--- config.mk ---
export PLATFORM = sky130hd
export DESIGN_NAME = bsg_manycore_remote_req_issue_flat
export DESIGN_NICKNAME = d
export VERILOG_FILES = /design/src/rtl/bsg_manycore_remote_req_issue_if.sv /design/src/rtl/bsg_manycore_remote_req_issue.sv /design/src/flat_wrapper.sv
export SDC_FILE = /design/constraint.sdc
export NUM_CORES = 1
export LEC_CHECK = 0
export CAP_MARGIN = 20
export CORE_ASPECT_RATIO = 0.9
export CORE_MARGIN = 1
export CORE_UTILIZATION = 36
export CTS_BUF_LIST = sky130_fd_sc_hd__clkbuf_4
export DETAILED_ROUTE_END_ITERATION = 6
export GPL_TIMING_DRIVEN = 0
export HOLD_SLACK_MARGIN = 0.05
export PLACE_DENSITY = 0.65
export SLEW_MARGIN = 10
export SYNTH_ARGS = -nofsm -noshare
export SYNTH_HDL_FRONTEND = slang
export SYNTH_SLANG_ARGS = --single-unit
--- constraint.sdc ---
create_clock -name clk_i -period 8.25 [get_ports clk_i]
set_input_delay 0.825 -clock clk_i [delete_from_list [all_inputs] [get_ports clk_i]]
set_output_delay 0.825 -clock clk_i [all_outputs]
set_load 0.005 [all_outputs]
--- src/rtl/bsg_manycore_remote_req_issue_if.sv ---
// Request and packet channels of the remote-request issue stage, named from the stage's side.
// Latency: none, wires only.
// Backpressure: ready_o gates the request channel; pkt_yumi_i and credit_return_i drive the packet side.
interface bsg_manycore_remote_req_issue_if
  #(parameter int x_cord_width_p = 4
   ,parameter int y_cord_width_p = 4
   ,parameter int addr_width_p   = 16
   ,parameter int data_width_p   = 32
  );

  localparam int mask_width_lp = data_width_p / 8;

  // request channel from the EVA->NPA translator
  logic                      v_i;
  logic                      we_i;
  logic [data_width_p-1:0]   data_i;
  logic [mask_width_lp-1:0]  mask_i;
  logic [x_cord_width_p-1:0] x_cord_i;
  logic [y_cord_width_p-1:0] y_cord_i;
  logic [addr_width_p-1:0]   epa_i;
  logic                      is_invalid_addr_i;
  logic                      ready_o;

  // packet channel toward the network
  logic                      pkt_v_o;
  logic                      pkt_yumi_i;
  logic                      pkt_we_o;
  logic [data_width_p-1:0]   pkt_data_o;
  logic [mask_width_lp-1:0]  pkt_mask_o;
  logic [x_cord_width_p-1:0] pkt_x_o;
  logic [y_cord_width_p-1:0] pkt_y_o;
  logic [addr_width_p-1:0]   pkt_addr_o;
  logic [x_cord_width_p-1:0] pkt_src_x_o;
  logic [y_cord_width_p-1:0] pkt_src_y_o;
  logic                      credit_return_i;

  modport slave
    (input  v_i, we_i, data_i, mask_i, x_cord_i, y_cord_i, epa_i, is_invalid_addr_i
    ,output ready_o
    ,output pkt_v_o, pkt_we_o, pkt_data_o, pkt_mask_o, pkt_x_o, pkt_y_o, pkt_addr_o
    ,output pkt_src_x_o, pkt_src_y_o
    ,input  pkt_yumi_i, credit_return_i
    );

  modport master
    (output v_i, we_i, data_i, mask_i, x_cord_i, y_cord_i, epa_i, is_invalid_addr_i
    ,input  ready_o
    ,input  pkt_v_o, pkt_we_o, pkt_data_o, pkt_mask_o, pkt_x_o, pkt_y_o, pkt_addr_o
    ,input  pkt_src_x_o, pkt_src_y_o
    ,output pkt_yumi_i, credit_return_i
    );

endinterface

--- src/rtl/bsg_manycore_remote_req_issue.sv ---
// Outbound remote-request issue: buffers translated requests, sends them as credit-gated packets.
// Latency: an accepted request reaches pkt_v_o the following cycle at the earliest (no bypass).
// Backpressure: ready_o drops when the FIFO is full or a fence drains; pkt_v_o waits for credits.
// Optional counters: define BSG_MANYCORE_REQ_ISSUE_STATS_EN for stat_sent_o / stat_dropped_o.
module bsg_manycore_remote_req_issue
  #(parameter int x_cord_width_p    = 4
   ,parameter int y_cord_width_p    = 4
   ,parameter int addr_width_p      = 16
   ,parameter int data_width_p      = 32
   ,parameter int fifo_els_p        = 2
   ,parameter int max_out_credits_p = 32
   ,localparam int credit_width_lp  = $clog2(max_out_credits_p + 1)
  )
  (input  logic                       clk_i
  ,input  logic                       reset_n_i
  ,bsg_manycore_remote_req_issue_if.slave link
  ,input  logic [x_cord_width_p-1:0]  my_x_i
  ,input  logic [y_cord_width_p-1:0]  my_y_i
  ,output logic [credit_width_lp-1:0] out_credits_o
  ,input  logic                       fence_v_i
  ,output logic                       fence_done_o
  ,output logic                       err_o
  ,output logic [addr_width_p-1:0]    err_epa_o
  ,input  logic                       err_clear_i
`ifdef BSG_MANYCORE_REQ_ISSUE_STATS_EN
  ,output logic [31:0]                stat_sent_o
  ,output logic [15:0]                stat_dropped_o
`endif
  );

  localparam int mask_width_lp = data_width_p / 8;
  localparam int ptr_width_lp  = $clog2(fifo_els_p);
  localparam int cnt_width_lp  = $clog2(fifo_els_p + 1);

  typedef logic [ptr_width_lp-1:0]    ptr_t;
  typedef logic [cnt_width_lp-1:0]    cnt_t;
  typedef logic [credit_width_lp-1:0] credit_t;

  typedef struct packed {
    logic                      we;
    logic [data_width_p-1:0]   data;
    logic [mask_width_lp-1:0]  mask;
    logic [x_cord_width_p-1:0] x;
    logic [y_cord_width_p-1:0] y;
    logic [addr_width_p-1:0]   addr;
  } req_t;

  typedef enum logic {READY, FENCE} state_e;

  req_t                    mem_q [fifo_els_p];
  ptr_t                    wr_ptr_q, wr_ptr_d, rd_ptr_q, rd_ptr_d;
  cnt_t                    cnt_q, cnt_d;
  credit_t                 credits_q, credits_d;
  state_e                  state_q, state_d;
  logic                    err_q, err_d;
  logic [addr_width_p-1:0] err_epa_q, err_epa_d;

  logic fifo_full, fifo_empty, credits_full;
  logic ready, accept, drop, enq, pkt_v, send, fence_done;
  req_t enq_dat, head;

  assign fifo_full    = (cnt_q == cnt_t'(fifo_els_p));
  assign fifo_empty   = (cnt_q == '0);
  assign credits_full = (credits_q == credit_t'(max_out_credits_p));

  // ready_o does not look ahead at a same-cycle dequeue, so a full FIFO always stalls.
  assign ready  = (state_q == READY) & ~fifo_full;
  assign accept = link.v_i & ready;
  assign drop   = accept & link.is_invalid_addr_i;
  assign enq    = accept & ~link.is_invalid_addr_i;

  assign head  = mem_q[rd_ptr_q];
  assign pkt_v = ~fifo_empty & (credits_q != '0);
  assign send  = pkt_v & link.pkt_yumi_i;

  assign enq_dat.we   = link.we_i;
  assign enq_dat.data = link.data_i;
  assign enq_dat.mask = link.mask_i;
  assign enq_dat.x    = link.x_cord_i;
  assign enq_dat.y    = link.y_cord_i;
  assign enq_dat.addr = link.epa_i;

  // FIFO pointers and occupancy; enqueue and dequeue may coincide.
  always_comb begin
    wr_ptr_d = wr_ptr_q;
    rd_ptr_d = rd_ptr_q;
    cnt_d    = cnt_q;
    if (enq) wr_ptr_d = (wr_ptr_q == ptr_t'(fifo_els_p - 1)) ? '0 : wr_ptr_q + ptr_t'(1);
    if (send) rd_ptr_d = (rd_ptr_q == ptr_t'(fifo_els_p - 1)) ? '0 : rd_ptr_q + ptr_t'(1);
    case ({enq, send})
      2'b10:   cnt_d = cnt_q + cnt_t'(1);
      2'b01:   cnt_d = cnt_q - cnt_t'(1);
      default: cnt_d = cnt_q;
    endcase
  end

  // Credit counter: a send and a return in the same cycle cancel; returns saturate at max.
  always_comb begin
    credits_d = credits_q;
    if (send & ~link.credit_return_i)
      credits_d = credits_q - credit_t'(1);
    else if (link.credit_return_i & ~send & ~credits_full)
      credits_d = credits_q + credit_t'(1);
  end

  // Sticky error: the first dropped EPA is kept; a new drop beats a simultaneous clear.
  always_comb begin
    err_d     = err_q;
    err_epa_d = err_epa_q;
    if (drop) begin
      err_d = 1'b1;
      if (!err_q) err_epa_d = link.epa_i;
    end else if (err_clear_i) begin
      err_d     = 1'b0;
      err_epa_d = '0;
    end
  end

  // Fence FSM: leave FENCE only once the FIFO is empty and every credit is home.
  always_comb begin
    state_d    = state_q;
    fence_done = 1'b0;
    case (state_q)
      READY: if (fence_v_i) state_d = FENCE;
      FENCE: begin
        if (fifo_empty & credits_full) begin
          state_d    = READY;
          fence_done = 1'b1;
        end
      end
      default: state_d = READY;
    endcase
  end

  // State registers; reset discards anything buffered.
  always_ff @(posedge clk_i or negedge reset_n_i) begin
    if (!reset_n_i) begin
      wr_ptr_q  <= '0;
      rd_ptr_q  <= '0;
      cnt_q     <= '0;
      credits_q <= credit_t'(max_out_credits_p);
      state_q   <= READY;
      err_q     <= 1'b0;
      err_epa_q <= '0;
    end else begin
      wr_ptr_q  <= wr_ptr_d;
      rd_ptr_q  <= rd_ptr_d;
      cnt_q     <= cnt_d;
      credits_q <= credits_d;
      state_q   <= state_d;
      err_q     <= err_d;
      err_epa_q <= err_epa_d;
    end
  end

  // Payload storage needs no reset: only entries counted by cnt_q are ever presented.
  always_ff @(posedge clk_i) begin
    if (enq) mem_q[wr_ptr_q] <= enq_dat;
  end

`ifdef BSG_MANYCORE_REQ_ISSUE_STATS_EN
  logic [31:0] sent_q, sent_d;
  logic [15:0] dropped_q, dropped_d;

  // Wrapping event counters for sent packets and dropped requests.
  always_comb begin
    sent_d    = send ? sent_q + 32'd1 : sent_q;
    dropped_d = drop ? dropped_q + 16'd1 : dropped_q;
  end

  // Counter registers.
  always_ff @(posedge clk_i or negedge reset_n_i) begin
    if (!reset_n_i) begin
      sent_q    <= '0;
      dropped_q <= '0;
    end else begin
      sent_q    <= sent_d;
      dropped_q <= dropped_d;
    end
  end

  assign stat_sent_o    = sent_q;
  assign stat_dropped_o = dropped_q;
`endif

  assign link.ready_o     = ready;
  assign link.pkt_v_o     = pkt_v;
  assign link.pkt_we_o    = head.we;
  assign link.pkt_data_o  = head.data;
  assign link.pkt_mask_o  = head.mask;
  assign link.pkt_x_o     = head.x;
  assign link.pkt_y_o     = head.y;
  assign link.pkt_addr_o  = head.addr;
  assign link.pkt_src_x_o = my_x_i;
  assign link.pkt_src_y_o = my_y_i;

  assign out_credits_o = credits_q;
  assign fence_done_o  = fence_done;
  assign err_o         = err_q;
  assign err_epa_o     = err_epa_q;

`ifndef SYNTHESIS
  // A credit can only come back for a packet that is outstanding.
  credit_return_at_max: assert property (@(posedge clk_i) disable iff (!reset_n_i)
    !(link.credit_return_i & ~send & credits_full));
`endif

endmodule

--- src/flat_wrapper.sv ---
// flat-port wrapper written by rule: the top's interface ports become plain ports
module bsg_manycore_remote_req_issue_flat 
#(parameter int x_cord_width_p    = 4
   ,parameter int y_cord_width_p    = 4
   ,parameter int addr_width_p      = 16
   ,parameter int data_width_p      = 32
   ,parameter int fifo_els_p        = 2
   ,parameter int max_out_credits_p = 32
   ,localparam int credit_width_lp  = $clog2(max_out_credits_p + 1)
  )
  (clk_i, reset_n_i, my_x_i, my_y_i, out_credits_o, fence_v_i, fence_done_o, err_o, err_epa_o, err_clear_i, link_v_i, link_we_i, link_data_i, link_mask_i, link_x_cord_i, link_y_cord_i, link_epa_i, link_is_invalid_addr_i, link_ready_o, link_pkt_v_o, link_pkt_we_o, link_pkt_data_o, link_pkt_mask_o, link_pkt_x_o, link_pkt_y_o, link_pkt_addr_o, link_pkt_src_x_o, link_pkt_src_y_o, link_pkt_yumi_i, link_credit_return_i);
  bsg_manycore_remote_req_issue_if #(.x_cord_width_p(x_cord_width_p), .y_cord_width_p(y_cord_width_p), .addr_width_p(addr_width_p), .data_width_p(data_width_p)) link_i ();
  input  logic clk_i;
  input  logic reset_n_i;
  input  logic [x_cord_width_p-1:0] my_x_i;
  input  logic [y_cord_width_p-1:0] my_y_i;
  output logic [credit_width_lp-1:0] out_credits_o;
  input  logic fence_v_i;
  output logic fence_done_o;
  output logic err_o;
  output logic [addr_width_p-1:0] err_epa_o;
  input  logic err_clear_i;
  input wire logic [$bits(link_i.v_i)-1:0] link_v_i;
  input wire logic [$bits(link_i.we_i)-1:0] link_we_i;
  input wire logic [$bits(link_i.data_i)-1:0] link_data_i;
  input wire logic [$bits(link_i.mask_i)-1:0] link_mask_i;
  input wire logic [$bits(link_i.x_cord_i)-1:0] link_x_cord_i;
  input wire logic [$bits(link_i.y_cord_i)-1:0] link_y_cord_i;
  input wire logic [$bits(link_i.epa_i)-1:0] link_epa_i;
  input wire logic [$bits(link_i.is_invalid_addr_i)-1:0] link_is_invalid_addr_i;
  output wire logic [$bits(link_i.ready_o)-1:0] link_ready_o;
  output wire logic [$bits(link_i.pkt_v_o)-1:0] link_pkt_v_o;
  output wire logic [$bits(link_i.pkt_we_o)-1:0] link_pkt_we_o;
  output wire logic [$bits(link_i.pkt_data_o)-1:0] link_pkt_data_o;
  output wire logic [$bits(link_i.pkt_mask_o)-1:0] link_pkt_mask_o;
  output wire logic [$bits(link_i.pkt_x_o)-1:0] link_pkt_x_o;
  output wire logic [$bits(link_i.pkt_y_o)-1:0] link_pkt_y_o;
  output wire logic [$bits(link_i.pkt_addr_o)-1:0] link_pkt_addr_o;
  output wire logic [$bits(link_i.pkt_src_x_o)-1:0] link_pkt_src_x_o;
  output wire logic [$bits(link_i.pkt_src_y_o)-1:0] link_pkt_src_y_o;
  input wire logic [$bits(link_i.pkt_yumi_i)-1:0] link_pkt_yumi_i;
  input wire logic [$bits(link_i.credit_return_i)-1:0] link_credit_return_i;
  assign link_i.v_i = link_v_i;
  assign link_i.we_i = link_we_i;
  assign link_i.data_i = link_data_i;
  assign link_i.mask_i = link_mask_i;
  assign link_i.x_cord_i = link_x_cord_i;
  assign link_i.y_cord_i = link_y_cord_i;
  assign link_i.epa_i = link_epa_i;
  assign link_i.is_invalid_addr_i = link_is_invalid_addr_i;
  assign link_ready_o = link_i.ready_o;
  assign link_pkt_v_o = link_i.pkt_v_o;
  assign link_pkt_we_o = link_i.pkt_we_o;
  assign link_pkt_data_o = link_i.pkt_data_o;
  assign link_pkt_mask_o = link_i.pkt_mask_o;
  assign link_pkt_x_o = link_i.pkt_x_o;
  assign link_pkt_y_o = link_i.pkt_y_o;
  assign link_pkt_addr_o = link_i.pkt_addr_o;
  assign link_pkt_src_x_o = link_i.pkt_src_x_o;
  assign link_pkt_src_y_o = link_i.pkt_src_y_o;
  assign link_i.pkt_yumi_i = link_pkt_yumi_i;
  assign link_i.credit_return_i = link_credit_return_i;
  bsg_manycore_remote_req_issue #(.x_cord_width_p(x_cord_width_p), .y_cord_width_p(y_cord_width_p), .addr_width_p(addr_width_p), .data_width_p(data_width_p), .fifo_els_p(fifo_els_p), .max_out_credits_p(max_out_credits_p)) u_core (.clk_i(clk_i), .reset_n_i(reset_n_i), .link(link_i), .my_x_i(my_x_i), .my_y_i(my_y_i), .out_credits_o(out_credits_o), .fence_v_i(fence_v_i), .fence_done_o(fence_done_o), .err_o(err_o), .err_epa_o(err_epa_o), .err_clear_i(err_clear_i));
endmodule
# Word level (Yosys, flattened, before mapping)
# Memory sizes are Yosys's and may differ from the RTL's.
# Index checks and enable logic that the tools add are counted.
# totals
in_bits	77
elab_cells	59
ff_bits	28
ram_bits	122
out_inout_bits	95
n_memories	1
# memory_table
memory	depth	word_bits	read_ports	rd_ports_with_merged_regs	wr	line_no	source
u_core.mem_q	2	61	1	0	1	bsg_manycore_remote_req_issue.sv:50	req_t mem_q [fifo_els_p];
# op_classes
n_eq_ne	5
n_reduce_logical	6
add_sub_neg	6
mux	17
bitwise	17
# ops
operator	n
16-bit two-way mux	3
6-bit two-way mux	2
1-bit bitwise AND	10
1-bit two-way mux	10
1-bit inverter	7
6-bit by 1-bit adder with 6-bit output, second input constant	1
6-bit equality test, second input constant	1
2-bit nonzero test	3
6-bit nonzero test	1
6-bit by 1-bit subtractor with 6-bit output, second input constant	1
2-bit equality test, second input constant	2
2-bit one-hot mux with 2 select lines	1
1-bit adder, second input constant	2
2-bit by 1-bit adder with 2-bit output, second input constant	1
2-bit by 1-bit equality test with 1-bit output, second input constant	1
2-bit logical NOT	1
2-bit inequality test, second input constant	1
1-bit one-hot mux with 2 select lines	1
2-bit AND reduction	1
2-bit by 1-bit subtractor with 2-bit output, second input constant	1

# Longest topological paths before layout
# Gate-level depths: netlist of run 1.
# logic_depth
depth_word	9
depth_mapped	9
ltp_nobuf	9

# Worst setup path after synthesis of run 1
# OpenSTA, ideal clock, no wires.
# synth_path
path_kind	in2reg
start	input link_is_invalid_addr_i
end	memory u_core.mem_q[0][0] in the netlist's numbering, enable pin
required_ps	7770
path_buffers	0
cell_stages	2
slack_ps	4142
t_arrival_ps	3627
setup_ps	480
path_cell_list	nand3b_1 > nor2_1
# synth_via
elab_chain_len	4
# synth_lines
item	line_no	source
start, declared	flat_wrapper.sv:30	input wire logic [$bits(link_i.is_invalid_addr_i)-1:0] link_is_invalid_addr_i;
1-bit inverter	bsg_manycore_remote_req_issue.sv:70	assign enq = accept & ~link.is_invalid_addr_i;
1-bit bitwise AND	bsg_manycore_remote_req_issue.sv:70	
1-bit two-way mux	bsg_manycore_remote_req_issue.sv:158	if (enq) mem_q[wr_ptr_q] <= enq_dat;
1-bit two-way mux (implied by the code)	bsg_manycore_remote_req_issue.sv:158	
end, declared	bsg_manycore_remote_req_issue.sv:50	
# No other way between the ends.

# Worst setup path in the final report of run 1
# layout_path
start	register u_core.rd_ptr_q
end	output link_pkt_addr_o[10]
# layout_via
elab_chain_len	1
# layout_lines
item	line_no	source
start, declared	bsg_manycore_remote_req_issue.sv:51	ptr_t wr_ptr_q, wr_ptr_d, rd_ptr_q, rd_ptr_d;
start signal, assigned	bsg_manycore_remote_req_issue.sv:147	rd_ptr_q <= rd_ptr_d;
memory 2 x 61 bit	n/a	
end, declared	flat_wrapper.sv:38	output wire logic [$bits(link_i.pkt_addr_o)-1:0] link_pkt_addr_o;
# No other way between the ends.

==> summary.txt, run 1 <==
Max-cap violations: 0
RSZ-0062 raised after global routing: false
CTS root buffer: clkbuf_4
Reg2Reg Depth: 9
Total Wirelength: 12,000 um
Worst skew pair latency: 540 ps
Gr usage total: 14.9%
Power Internal: 1.40 mW
IO buf count: 163
Worst hold path class: in -> async
Crit share post-route: 43.9%
Synthesized area: 5780 sq um
Clk network pwr share: 21.3%
Sw frac: 27.7%
Max-slew headroom: 53.4%
Synth-to-Final Area Change: 38.8%
Initial antenna violation count: 0
Routability cong.: 0.724
Syn Nets: 389
Die area: 16,600 sq um
CTS Buf Count: 17
Die Span Y: 122 um
Least-Margin Pin Slew: 700 ps
Wire per inst: 17.1 um
Sequential element share of the synthesized area: 75.5%
Starting Density: 37.2%
Dominant cell type by area after synthesis: edfxtp_1
WP data arrival: 2800 ps
# IOs: 172
Leakage: 2.80 nW
Routed vias: 3,342
Worst setup SP type: flop
Primary FF master, synth: edfxtp_1
CTS tree: yes
Combinational share of power: 32.5%
VDD IR max: 0.137 mV
CTS Buffer Depth: 2
Setup_tns: 0 ps
# rows: 43
Via density: 4.73
Htree depth: 4
Number of synthesized register bits: 150
Setup crit end kind: output port
Status: finished, final reports clean
Post-synthesis cell type count: 40
Psw: 0.537 mW
Chip width: 136 um
Critical Path Fanout Max: 10
Fin util: 51.6%
Postcts setup bufs: 0
Fin crit period: 3630 ps
Post-DP HPWL: 8330 um
Most common cell in the netlist: edfxtp_1
First-pass GRT wire length: 17,900 um
Final-report hold violation count: 0
N_diodes: 0
Nets: 575
Setup CP Type: reg -> out
Routed Antenna Nets: 0
GRT overflow: 0
Max Slew Vio Count: 0
Commonest cells post-synth: edfxtp_1 (122), mux2_2 (64), dfrtp_1 (27), a22o_1 (16), nor2_1 (9)
Largest net degree at the start of global routing: 29
Synth top area cells: edfxtp_1 (63%), mux2_2 (12%), dfrtp_1 (12%), a22o_1 (2.4%), ha_1 (1.1%)
Worst path required time: 7420 ps
Max Clock Skew: 13.3 ps
Vias in the first global route: 3,403
Sequential share of power: 46.2%
Syn avg cell area: 18.9 sq um
# hold bufs at CTS: 0
Drt drc: 0
EDFF count, synth: 122
# setup viols final: 0
Post-cts resize count: 0
Reg clk slew, reported paths: 130 ps
Layout cells sized above 1: 23.4%
First DRT Iteration DRCs: 119
Synth async-reset ratio: 18.7%
DR pass1 iterations: 4
Fmax: 0.276 GHz
CTS sink cnt: 150
Yosys warning count: 0
Synth top area share: 63.4%
Cells after synthesis: 306
PwrDens: 241 nW/um^2
Core area: 15,500 sq um
==> path summary, 6_finish.rpt <==
path / from / end / slack, ps
min in group clk_i: u_core.err_epa_o[1] / u_core.err_epa_o[1] / 510
setup reg to reg: u_core.out_credits_o[0] / u_core.out_credits_o[5] / 5480
max in group asynchronous: reset_n_i / u_core.rd_ptr_q / 7490
setup / recovery: u_core.rd_ptr_q / link_pkt_addr_o[10] / 4620
hold / removal: reset_n_i / u_core.err_epa_o[5] / 310
hold reg to reg: u_core.err_epa_o[1] / u_core.err_epa_o[1] / 510
==> power groups by stage <==
stage,combinational (mW),sequential [mW],clock (mW)
floorplan,0.324,0.902,0
global placement,0.622,0.909,0
detailed placement,0.634,0.910,0
CTS,0.640,0.895,0.429
global route,0.683,0.900,0.458
finish,0.629,0.894,0.413
==> stage by stage <==
stage	area [sq um]	setup slack (ps)	power (mW)	std cells	hold WS, ps
floorplan	5780	4140	1.23	306	468
global placement	7660	2020	1.53	671	483
detailed placement	7770	4900	1.54	675	482
CTS	8020	4430	1.96	706	288
global route	8020	4330	2.04	706	296
finish	8020	4620	1.94	706	307
==> cell usage in the layout, fill, tap and decap left out, drive strengths merged, types with 2 or more instances in the layout <==
master,instances
a21oi,4
xor2,3
dfrtp,27
clkinvlp,4
o21ai,3
xnor2,6
clkbuf,28
clkinv,4
ha,5
a22o,16
edfxtp,122
nand2,2
nand3b,2
mux2,65
nor3,2
inv,5
clkdlybuf4s50,162
buf,14
nor2,10
a21o,2
==> critical path, cell delays in order (launching register included) <==
cell and delay [ps]:
dfrtp_1 340, clkbuf_1 440, clkbuf_1 580, mux2_2 410
clkdlybuf4s50_1 490
==> sequential cells by signal, indices dropped and copies added (netlist names) <==
register and flops:
u_core.out_credits_o 6, u_core.wr_ptr_q 1, u_core.mem_q 122, u_core.rd_ptr_q 1
u_core.state_q 1, u_core.err_o 1, u_core.err_epa_o 16, u_core.cnt_q 2
==> layer usage <==
metal	GRT usage, %	up-vias	wire length [um]
li1	-	1552	-
met1	18.3	1647	5110
met2	23.7	129	5820
met3	5.49	14	932
met4	6.53	0	182
met5	0	-	0
==> logic make-up (layout without fill, tap and decap cells) <==
logic type,count (synthesis),in the layout,share of synthesized area [%]
DFF,150,150,75.5
muxes,66,66,12.8
AOI/OAI and AO/OA,31,31,4.33
and+or+nand+nor,24,24,2.66
buffers and inverters,20,218,1.84
xor gates and xnor gates,9,9,1.36
adders and majority gates,6,6,1.43
==> cell type report <==
cell class / instances / area [sq um]
Fill cell: 1307 / 7530
Clock inverter: 11 / 104
Clock buffer: 20 / 150
Tap cell: 202 / 253
Buffer: 17 / 95.1
Multi-Input combinational cell: 136 / 1320
Timing Repair Buffer: 167 / 1720
Sequential cell: 150 / 4370
Inverter: 3 / 11.3
No activity file was read; power rests on OpenSTA's default activity.
==> run 2: changes to the inputs <==
--- a/config.mk
+++ b/config.mk
@@ -13,7 +13,7 @@
 export DETAILED_ROUTE_END_ITERATION = 6
 export GPL_TIMING_DRIVEN = 0
 export HOLD_SLACK_MARGIN = 0.05
-export PLACE_DENSITY = 0.65
+export PLACE_DENSITY = 0.67
 export SLEW_MARGIN = 10
 export SYNTH_ARGS = -nofsm -noshare
 export SYNTH_HDL_FRONTEND = slang
==> constraint.sdc (replaced) <==
create_clock -name clk_i -period 2.9 [get_ports clk_i]
set_input_delay 0.29 -clock clk_i [delete_from_list [all_inputs] [get_ports clk_i]]
set_output_delay 0.29 -clock clk_i [all_outputs]
set_load 0.005 [all_outputs]
==> run 2 against run 1 <==
Net effect:
- global-route usage increased by 0.084 points
- non-clock buffer count rose by 5
- die area unchanged
- register-to-register slack worse by 5400 ps
- first-iteration DRC count decreased by 14%
- worst hold slack improved by 29 ps
- routed wire length down 1.3%
- via count down 0.93%
- largest power group unchanged
==> summary.txt, run 2 (synthesized netlist as in run 1, its figures left out) <==
Status: finished, final reports clean
PwrDens: 705 nW/um^2
GRT overflow: 0
Crit share post-route: 96.3%
Fin crit period: 2790 ps
R2r endpoint: u_core.out_credits_o[5]
Worst skew pair latency: 530 ps
Worst setup SP type: flop
Gr usage total: 15.0%
Setup_tns: 0 ps
Fillcell total: 1,275
Starting Density: 37.2%
WP data arrival: 3240 ps
CP endpoint: u_core.out_credits_o[5]
Largest register by flop count: u_core.mem_q
Met1 usage: 18.4%
Worst path required time: 3350 ps
Post-route cell area: 8120 sq um
Worst hold margin: 336 ps
CTS tree: yes
Setup CP Type: reg -> reg
Critical Path Fanout Max: 6
Nets: 580
Delay of the slowest cell on the worst path: 590 ps
CTS Buf Count: 17
Final-report hold violation count: 0
VDD IR max: 0.452 mV
Most common cell after layout, fill and taps aside: clkdlybuf4s50_1
Grt met3 use: 5.45%
Most frequent cells in the layout: clkdlybuf4s50_1 (162), edfxtp_1 (122), mux2_2 (64), dfrtp_1 (26), clkbuf_4 (17)
Fmax: 0.358 GHz
# rows: 43
N_diodes: 0
Routability cong.: 0.722
Routed Antenna Nets: 0
Reg area: 4370 sq um
# IOs: 172
Max reg flops: 122
Chip width: 136 um
Die Span Y: 122 um
Fin util: 52.2%
Routed vias: 3,311
Placed Area: 7770 sq um
Reg clk slew, reported paths: 120 ps
Area of the multi-input gates: 1330 sq um
Worst-path cell chain: or4_4, nor3_4, nor3_2, ha_1, a211oi_1, o21bai_1, a211o_1, o22ai_1, o211ai_1
Most Crowded Layer GR: met2
Top delay family on crit path: compound AO/OA/AOI/OAI gates
Htree depth: 4
Worst Path Buf+Inv: 0
Reg2reg setup slack: 110 ps
Reg2Reg Depth: 9
Max Clock Skew: 12.7 ps
Max-cap violations: 0
Vias in the first global route: 3,525
DR pass1 iterations: 4
# setup viols final: 0
Worst hold path class: in -> async
CTS Buffer Depth: 2
Layout cells sized above 1: 24.3%
Largest net degree at the start of global routing: 29
Die area: 16,600 sq um
First DRT Iteration DRCs: 102
Met2 Track Usage GR: 24.7%
CP startpoint: u_core.out_credits_o[0]
Initial antenna violation count: 0
CTS root buffer: clkbuf_4
Via density: 4.65
Post-DP HPWL: 8060 um
Setup crit end kind: flop
Total Wirelength: 11,900 um
Synth-to-Final Area Change: 40.5%
RSZ-0062 raised after global routing: false
Max stage delay cell, worst path: or4_4
Leakage: 2.87 nW
Crit path depth: 9
IO buf count: 163
CTS sink cnt: 150
Max-slew headroom: 49.1%
R2r startpoint: u_core.out_credits_o[0]
Core area: 15,500 sq um
Wire per inst: 16.7 um
Max Slew Vio Count: 0
Drt drc: 0
First-pass GRT wire length: 18,400 um
Least-Margin Pin Slew: 762 ps
run 2: cell types whose count changed in the layout (fill, tap and decap cells not counted), sizes merged:
cell,change
clkinvlp,-3
bufinv,+3
dlygate4sd3,+1
inv,-2
buf,+5
clkbuf,-4
clkinv,+6
run 2: final cells by class:
cell class / count / area share [%]
Multi-Input combinational cell: 136 / 16.3
Buffer: 16 / 1.22
Sequential cell: 150 / 53.8
Clock buffer: 17 / 1.57
Tap cell: 202 / 3.11
Inverter: 3 / 0.139
Clock inverter: 15 / 2.05
Timing Repair Buffer: 173 / 21.8
run 2: routing by layer:
metal  vias up  share of wire, %  wire length [um]
met5         -                 0                 0
met4         0              0.86               102
met3         7               6.4               762
met2       110                50              5910
met1      1628                43              5120
li1       1566                 -                 -
run 2: through the flow:
stage,power [mW],instances,worst slack [ps]
3_5_place_dp,4.39,675,97.7
6_report,5.72,712,107
5_1_grt,6.03,712,55.2
3_3_place_gp,4.35,671,-1180
4_1_cts,5.75,707,17.0
2_1_floorplan,3.49,306,-54.4
run 2: worst reg2reg max path: cells and delay by family, from the launching register on:
family,cells,cell delay (ps)
flops,1,460
compound gates,5,990
fa+ha+maj,1,340
simple gates,3,940
run 2: power breakdown:
| part | internal [mW] | switching, mW |
|---|---|---|
| combinational | 1.14 | 0.668 |
| sequential | 2.42 | 0.139 |
| clock | 0.657 | 0.689 |
run 2: worst min-delay path by stage:
stage | from | depth (start not counted) | slack, ps | endpoint
after floorplan | reset_n_i | 0 | -6 | u_core.cnt_q[0]
after global placement | u_core.err_epa_o[1] | 1 | 490 | u_core.err_epa_o[1]
after detailed placement | reset_n_i | 1 | 360 | u_core.out_credits_o[3]
after CTS | link_y_cord_i[0] | 1 | 270 | u_core.mem_q[1][16]
after global routing | link_data_i[2] | 1 | 250 | u_core.mem_q[1][30]
final | reset_n_i | 2 | 340 | u_core.err_epa_o[7]
run 2: repair_timing:
action,4_1_cts,5_1_grt
buffers inserted,0,5
hold endpoints to repair,27,0
hold buffers,1,0
gates resized for setup,3,8
pin swaps,0,1
endpoints found under the setup margin,59,25
cloned,0,0
